$ cat config.mk
export PLATFORM = sky130hd
export DESIGN_NAME = imm_ext_stage
export DESIGN_NICKNAME = d
export VERILOG_FILES = /design/src/rtl/imm_ext_stage.sv
export SDC_FILE = /design/constraint.sdc
export NUM_CORES = 1
export LEC_CHECK = 0
export BUFFER_PORTS_ARGS = -buffer_cell sky130_fd_sc_hd__buf_2
export CAP_MARGIN = 40
export CORE_MARGIN = 8
export CORE_UTILIZATION = 25
export CTS_BUF_LIST = sky130_fd_sc_hd__clkbuf_8 sky130_fd_sc_hd__clkbuf_16
export DETAILED_ROUTE_END_ITERATION = 10
export PLACE_DENSITY_LB_ADDON = 0.3
export SYNTH_ARGS = -nofsm -noshare
export SYNTH_HDL_FRONTEND = slang
export SYNTH_SLANG_ARGS = --single-unit
$ cat constraint.sdc
create_clock -name clk -period 2 [get_ports clk]
set_clock_uncertainty 0.1 [all_clocks]
set_input_delay 0.3 -clock clk [delete_from_list [all_inputs] [get_ports clk]]
set_output_delay 0.3 -clock clk [all_outputs]
set_load 0.01 [all_outputs]
$ cat src/rtl/imm_ext_stage.sv
// Pipelined immediate extender with a two-entry skid buffer; zimm format enabled by IMM_CSR_EN.
// Latency: one cycle from accept to out_valid when the main register is empty.
// Backpressure: in_ready depends only on skid occupancy, flush and reset, so it never waits on out_ready combinationally.
module imm_ext_stage #(
   parameter int XLEN  = 32,
   parameter int TAG_W = 5
) (
   input  logic             clk,
   input  logic             reset_n,
   input  logic             flush,
   input  logic             in_valid,
   output logic             in_ready,
   input  logic [24:0]      in_instr,
   input  logic [2:0]       in_immsrc,
   input  logic [TAG_W-1:0] in_tag,
   output logic             out_valid,
   input  logic             out_ready,
   output logic [XLEN-1:0]  out_immext,
   output logic [TAG_W-1:0] out_tag,
   output logic             out_illegal,
   output logic [15:0]      illegal_cnt
);

   typedef struct packed {
      logic [XLEN-1:0]  immext;
      logic [TAG_W-1:0] tag;
      logic             illegal;
   } entry_t;

   entry_t      main_q;
   entry_t      skid_q;
   entry_t      new_entry;
   logic        main_vld;
   logic        skid_vld;
   logic [31:0] imm32;
   logic        accept;
   logic        drain;

   // in_instr[k] holds instruction bit k+7, so ins[31] is in_instr[24].
   // Every legal format is built as a 32-bit value whose bit 31 is the
   // extension bit; zimm has a zero bit 31 and thus zero-extends too.
   always_comb begin
      imm32             = '0;
      new_entry.illegal = 1'b0;
      new_entry.tag     = in_tag;
      case (in_immsrc)
         3'b000: imm32 = {{20{in_instr[24]}}, in_instr[24:13]};
         3'b001: imm32 = {{20{in_instr[24]}}, in_instr[24:18], in_instr[4:0]};
         3'b010: imm32 = {{20{in_instr[24]}}, in_instr[0], in_instr[23:18],
                          in_instr[4:1], 1'b0};
         3'b011: imm32 = {{12{in_instr[24]}}, in_instr[12:5], in_instr[13],
                          in_instr[23:14], 1'b0};
         3'b100: imm32 = {in_instr[24:5], 12'b0};
`ifdef IMM_CSR_EN
         3'b101: imm32 = {27'b0, in_instr[12:8]};
`endif
         default: new_entry.illegal = 1'b1;
      endcase
      new_entry.immext        = {XLEN{imm32[31]}};
      new_entry.immext[31:0]  = imm32;
   end

   assign in_ready = reset_n && !flush && !skid_vld;
   assign accept   = in_valid && in_ready;
   assign drain    = main_vld && out_ready;

   always_ff @(posedge clk) begin
      if (!reset_n) begin
         main_vld    <= 1'b0;
         skid_vld    <= 1'b0;
         main_q      <= '0;
         skid_q      <= '0;
         illegal_cnt <= '0;
      end else begin
         // A handshake in a flush cycle still counts as delivered.
         if (drain && main_q.illegal && illegal_cnt != 16'hFFFF)
            illegal_cnt <= illegal_cnt + 16'd1;
         if (flush) begin
            main_vld <= 1'b0;
            skid_vld <= 1'b0;
         end else if (drain || !main_vld) begin
            if (skid_vld) begin
               main_q   <= skid_q;
               main_vld <= 1'b1;
               skid_vld <= 1'b0;
            end else if (accept) begin
               main_q   <= new_entry;
               main_vld <= 1'b1;
            end else begin
               main_vld <= 1'b0;
            end
         end else if (accept) begin
            skid_q   <= new_entry;
            skid_vld <= 1'b1;
         end
      end
   end

   assign out_valid   = main_vld;
   assign out_immext  = main_q.immext;
   assign out_tag     = main_q.tag;
   assign out_illegal = main_q.illegal;

endmodule
==> reports/metrics.csv, run 1 <==
stage,metric,value,unit
yosys,synth top area cells,"dfxtp_1 (43%), a21oi_1 (5.5%), a211oi_1 (5.5%), nand2_1 (5.2%), mux2i_1 (4.1%)",
layout,nets,655,
routing,routed via count,4283,
worst_setup_path,"reg-to-reg slack, setup",130,ps
sta,post-route minimum period,1870,ps
worst_setup_path,Worst Setup SP,illegal_cnt[4]$_SDFFE_PN0P_,
layout,layout cells sized above 1,24.6,%
clock_network,Worst-Skew Late Latency,340,ps
floorplan,Die Height,149,um
routing,WL/cell,16.3,um
layout,antenna cells,0,
global_route,vias in the first global route,4093,
placed_design,Detailed Place HPWL,9870,um
layout,final instance area,5520,um^2
placed_design,Area after DPL,5230,um^2
sta,actual slew at the worst max-slew pin,728,ps
yosys,syn nets,566,
yosys,syn_area_per_cell,8.34,um^2
yosys,"Seq/Total Area, Yosys",42.8,%
global_route,antenna violations before repair,0,
routing,Detail Route Antenna Nets,0,
routing,Vias/cell,5.07,
yosys,prevailing post-synth register cell,dfxtp_1,
placed_design,Port Buffers,93,
routing,final wirelength,13700,um
yosys,Mapped Cells,527,
worst_setup_path,cells on worst reg2reg path,4,
worst_setup_path,Setup crit end,illegal_cnt[13]$_SDFFE_PN0P_,
floorplan,Die W,149,um
global_route,GR Overflow Total,0,
routing,1st-pass router iterations,4,
sta,Tcrit/Tclk final,93.7,%
worst_setup_path,end of the worst register-to-register path,illegal_cnt[13]$_SDFFE_PN0P_,
clock_network,clk buf depth,2,
floorplan,Top Ports,94,
worst_setup_path,"Req. time, crit path",2130,ps
global_route,first-pass GRT wire length,22000,um
yosys,number of flops mapped to enable cells by yosys,0,
power_and_ir_drop,leakage,2.10,nW
routing,number of remaining DRC errors,0,
sta,setup_tns,0,ps
worst_setup_path,Crit. End Element,register,
worst_setup_path,worst r2r src,illegal_cnt[4]$_SDFFE_PN0P_,
yosys,top-area cell type share of the netlist area,42.8,%
sta,final setup fails,0,
power_and_ir_drop,Pwr Total,4.03,mW
yosys,post-synth cell types,43,
clock_network,Root Buffer,clkbuf_16,
worst_setup_path,crit path DAT,2010,ps
sta,Max Fclk,534,MHz
clock_network,"Reg clk slew, reported paths",60,ps
hold_path,hold crit path type,input port to register,
floorplan,Core ar.,17200,um^2
worst_setup_path,CP startpoint kind,register,
sta,RSZ-0062 raised after global routing,no,
global_route,Global Route Usage Sum,12.4,%
yosys,Synth Cell Area,4390,um^2
sta,Final Hold Viols,0,
clock_network,CTS tree,built,
floorplan,die area,22100,um^2
yosys,Synth area leader,dfxtp_1,
layout,fill count,1825,
floorplan,row cnt,48,
layout,Syn-to-layout area delta,25.7,%
floorplan,Initial Util,25.5,%
run,max_cap viols,0,
clock_network,clk sinks,94,
yosys,ys async rst share,0,%
worst_setup_path,CP max FO,6,
power_and_ir_drop,maximum VDD drop,0.343,mV
sta,Final Max Slew Viols,0,
layout,"commonest non-fill, non-tap cells in the layout","dfxtp_1 (93), buf_2 (93), nand2_1 (61)",
sta,Slew HR,51.4,%
sta,hold slack,107,ps
clock_network,post-CTS sizing,0,
clock_network,H-tree depth,3,
yosys,Ys Warns,0,
worst_setup_path,critical path class,register to register,
global_route,pin count of the biggest net entering global routing,51,
placed_design,GPL Wtd Cong,0.875,
clock_network,TritonCTS Buffers,9,
clock_network,# Post-CTS Setup Buffers,0,
yosys,number of synthesized register bits,94,
power_and_ir_drop,pwr dens,730,nW/um^2
outcome,status,completed,
routing,First DRT Iteration DRCs,282,
clock_network,hold_buf cts,0,
[through the flow]
| step | setup WS, ps | utilization [%] | cells |
|---|---|---|---|
| after floorplan | 117 | - | 527 |
| after global placement | 148 | 30.4 | 830 |
| after detailed placement | 108 | 30.4 | 830 |
| after CTS | 149 | 32.0 | 844 |
| after global routing | 39.3 | 32.0 | 844 |
| final | 126 | 32.0 | 844 |
[cells by family after synthesis]
kind of cell | Yosys count | synth area share [%]
muxes | 22 | 5.13
xor gates and xnor gates | 1 | 0.199
buffers and inverters | 50 | 4.30
DFF | 94 | 42.8
adders and majority gates | 1 | 0.285
and+or+nand+nor | 223 | 27.8
AOI/OAI and AO/OA | 136 | 19.4
[metal layers]
layer,track usage [%],routed length (um),vias up
met1,16.3,6510,2018
met4,4.69,190,0
met5,0,0,-
met3,3.49,1010,14
li1,-,-,2116
met2,18.9,6010,135
[synthesized netlist by cell type, drive strengths merged (9+ instances only)]
master	number
dfxtp	94
nand2	61
a21oi	48
clkbuf	38
nor2	37
a211oi	32
nand3	21
nand2b	20
mux2i	18
o21ai	18
nor3	14
a22oi	11
o22ai	11
buf	10
nand4	10
nor3b	9
nor4	9
[state kept, by name, indices dropped and copies added (netlist names)]
register	count
out_valid	1
skid_q	38
out_tag	5
illegal_cnt	16
skid_vld	1
out_illegal	1
out_immext	32
[critical path, cell delays in order, from the launching register on]
cell and delay (ps):
dfxtp_1 440, nand3_1 180, or3_4 380, or4_4 540, mux2i_1 130
[cell type report]
type                            count  area, um^2  share of cell area [%]
Clock inverter                      4        48.8                   0.884
Tap cell                          225         282                    5.10
Sequential cell                    94        1880                    34.1
Timing Repair Buffer              126         726                    13.1
Multi-Input combinational cell    383        2340                    42.3
Inverter                            2        7.51                   0.136
Clock buffer                       10         239                    4.33
[report_power, final]
part	switching [mW]	internal (mW)
Combinational	0.240	0.159
Sequential	0.0203	1.91
Clock	0.719	0.987
[how the worst min path moves through the flow]
stage                     cells past startpoint                    from                      to  slack [ps]
after floorplan                               1                   flush  out_valid$_SDFFE_PP0P_         280
after global placement                        2  skid_q[4]$_SDFFE_PN0P_  skid_q[4]$_SDFFE_PN0P_         340
after detailed placement                      2  skid_q[1]$_SDFFE_PN0P_  skid_q[1]$_SDFFE_PN0P_         350
after CTS                                     3               in_tag[4]  skid_q[5]$_SDFFE_PN0P_          80
after global routing                          3               in_tag[1]  skid_q[2]$_SDFFE_PN0P_         100
final                                         3               in_tag[4]  skid_q[5]$_SDFFE_PN0P_         110
Note: power is estimated with default switching activity, not from simulation.
==> run 2: changes to the inputs <==
--- a/config.mk
+++ b/config.mk
@@ -12,6 +12,7 @@
 export CTS_BUF_LIST = sky130_fd_sc_hd__clkbuf_8 sky130_fd_sc_hd__clkbuf_16
 export DETAILED_ROUTE_END_ITERATION = 10
 export PLACE_DENSITY_LB_ADDON = 0.3
+export RECOVER_POWER = 25
 export SYNTH_ARGS = -nofsm -noshare
 export SYNTH_HDL_FRONTEND = slang
 export SYNTH_SLANG_ARGS = --single-unit
==> run 2 against run 1 <==
Sequential share of layout area increased by 0.30 points. Utilization down 0.28 points. Worst hold slack worse by 0.63 ps. Power fell by 0.17%. First-iteration DRC count is 10% lower. Via count decreased by 0.30%. Die area is the same. Critical path type unchanged.
==> reports/metrics.csv, run 2 (same netlist as run 1, synthesis figures left out) <==
stage,metric,value,unit
layout,Syn-to-layout area delta,24.6,%
power_and_ir_drop,leakage,1.95,nW
power_and_ir_drop,Sequential Power Share,47.9,%
power_and_ir_drop,Clock Power Share,42.4,%
clock_network,clk buf depth,2,
sta,RSZ-0062 raised after global routing,no,
clock_network,H-tree depth,3,
routing,First DRT Iteration DRCs,253,
worst_setup_path,CP max stage cell,or4_4,
routing,Detail Route Antenna Nets,0,
worst_setup_path,Crit. End Element,register,
routing,WL/cell,16.3,um
clock_network,Worst-Skew Late Latency,340,ps
power_and_ir_drop,switch share,24.3,%
worst_setup_path,"slowest stage delay, CP",540,ps
layout,layout cells sized above 1,18.6,%
floorplan,Initial Util,25.5,%
floorplan,Die W,149,um
floorplan,Core ar.,17200,um^2
placed_design,Placement Setup Slack,108,ps
worst_setup_path,"Critical Path, Cell by Cell",nand3_1 > or3_4 > or4_4 > mux2i_1,
layout,max reg flops,38,
worst_setup_path,crit path DAT,2020,ps
sta,Tcrit/Tclk final,94.1,%
worst_setup_path,"CP delay by family, top",simple AND/OR/NAND/NOR gates,
global_route,first-pass GRT wire length,22000,um
worst_setup_path,critical path class,register to register,
clock_network,hold_buf cts,0,
global_route,Global Route Usage Sum,12.4,%
floorplan,die area,22100,um^2
sta,hold slack,106,ps
clock_network,Root Buffer,clkbuf_16,
layout,final instance area,5470,um^2
layout,"commonest non-fill, non-tap cells in the layout","dfxtp_1 (93), nand2_1 (61), buf_2 (57)",
sta,post-route minimum period,1880,ps
power_and_ir_drop,Comb power frac,9.7,%
outcome,status,completed,
sta,final worst setup slack,119,ps
power_and_ir_drop,pwr dens,736,nW/um^2
floorplan,Die Height,149,um
run,max_cap viols,0,
worst_setup_path,CP max FO,6,
placed_design,Port Buffers,93,
sta,actual slew at the worst max-slew pin,727,ps
floorplan,Top Ports,94,
layout,fill count,1831,
clock_network,# Post-CTS Setup Buffers,0,
hold_path,hold crit path type,input port to register,
routing,1st-pass router iterations,5,
sta,final setup fails,0,
worst_setup_path,"Req. time, crit path",2130,ps
clock_network,"Reg clk slew, reported paths",70,ps
global_route,antenna violations before repair,0,
power_and_ir_drop,net switching power,0.980,mW
sta,Final Hold Viols,0,
routing,final wirelength,13700,um
layout,"commonest non-fill, non-tap cell in the layout",dfxtp_1,
worst_setup_path,CP startpoint kind,register,
placed_design,Area after DPL,5230,um^2
routing,routed via count,4270,
worst_setup_path,"Buf+Inv Stages, Crit Path",0,
routing,number of remaining DRC errors,0,
routing,Vias/cell,5.06,
power_and_ir_drop,maximum VDD drop,0.343,mV
global_route,vias in the first global route,4093,
placed_design,Detailed Place HPWL,9870,um
power_and_ir_drop,Pwr Total,4.03,mW
clock_network,CTS tree,built,
global_route,GR Overflow Total,0,
power_and_ir_drop,P_int,3.05,mW
sta,Max Fclk,532,MHz
layout,nets,655,
sta,Slew HR,51.4,%
layout,antenna cells,0,
clock_network,clk sinks,94,
placed_design,GPL Wtd Cong,0.875,
layout,Largest Register,skid_q,
floorplan,row cnt,48,
sta,Final Max Slew Viols,0,
clock_network,post-CTS sizing,0,
sta,setup_tns,0,ps
global_route,pin count of the biggest net entering global routing,51,
clock_network,TritonCTS Buffers,9,
## run 2: cell types whose count changed in the layout (fill, tap and decap cells not counted)
cell and change:
buf_4 -1, buf_2 -36, clkbuf_1 +37
## run 2: layer usage
metal / part of all wire, % / vias up / track usage, %
met2: 44 / 127 / 18.9
met1: 48 / 2011 / 16.3
li1: - / 2118 / -
met5: 0 / - / 0
met4: 1.4 / 0 / 4.69
met3: 7.1 / 14 / 3.49
## run 2: per-stage QoR
stage	instances	utilization, %
finish	844	31.8
CTS	844	32.0
global route	844	31.8
floorplan	527	-
detailed placement	830	30.4
global placement	830	30.4
## run 2: final cells by class
class / count / area, um^2 / area share, %
Clock inverter: 4 / 48.8 / 0.892
Inverter: 2 / 7.51 / 0.137
Timing Repair Buffer: 126 / 677 / 12.4
Multi-Input combinational cell: 383 / 2340 / 42.7
Clock buffer: 10 / 239 / 4.37
Sequential cell: 94 / 1880 / 34.4
Tap cell: 225 / 282 / 5.14
## run 2: path summary, 6_finish.rpt
check,from,to,slack [ps],depth (start not counted)
worst max-delay path,illegal_cnt[4]$_SDFFE_PN0P_,illegal_cnt[13]$_SDFFE_PN0P_,120,4
worst min-delay path,in_tag[4],skid_q[5]$_SDFFE_PN0P_,110,3
worst max register to register,illegal_cnt[4]$_SDFFE_PN0P_,illegal_cnt[13]$_SDFFE_PN0P_,120,4
worst min register to register,skid_q[1]$_SDFFE_PN0P_,skid_q[1]$_SDFFE_PN0P_,350,2
## run 2: power groups by stage
stage / combinational (mW) / clock (mW) / sequential, mW
5_1_grt: 0.430 / 1.85 / 1.93
3_3_place_gp: 0.393 / 0 / 1.97
4_1_cts: 0.401 / 1.78 / 1.93
6_report: 0.392 / 1.71 / 1.93
2_1_floorplan: 0.212 / 0 / 1.98
3_5_place_dp: 0.399 / 0 / 1.97
## run 2: worst reg2reg max path, delay by kind of cell (launching register included)
kind | cells | cell delay, ps
simple gates | 3 | 1100
flops | 1 | 440
mux | 1 | 130
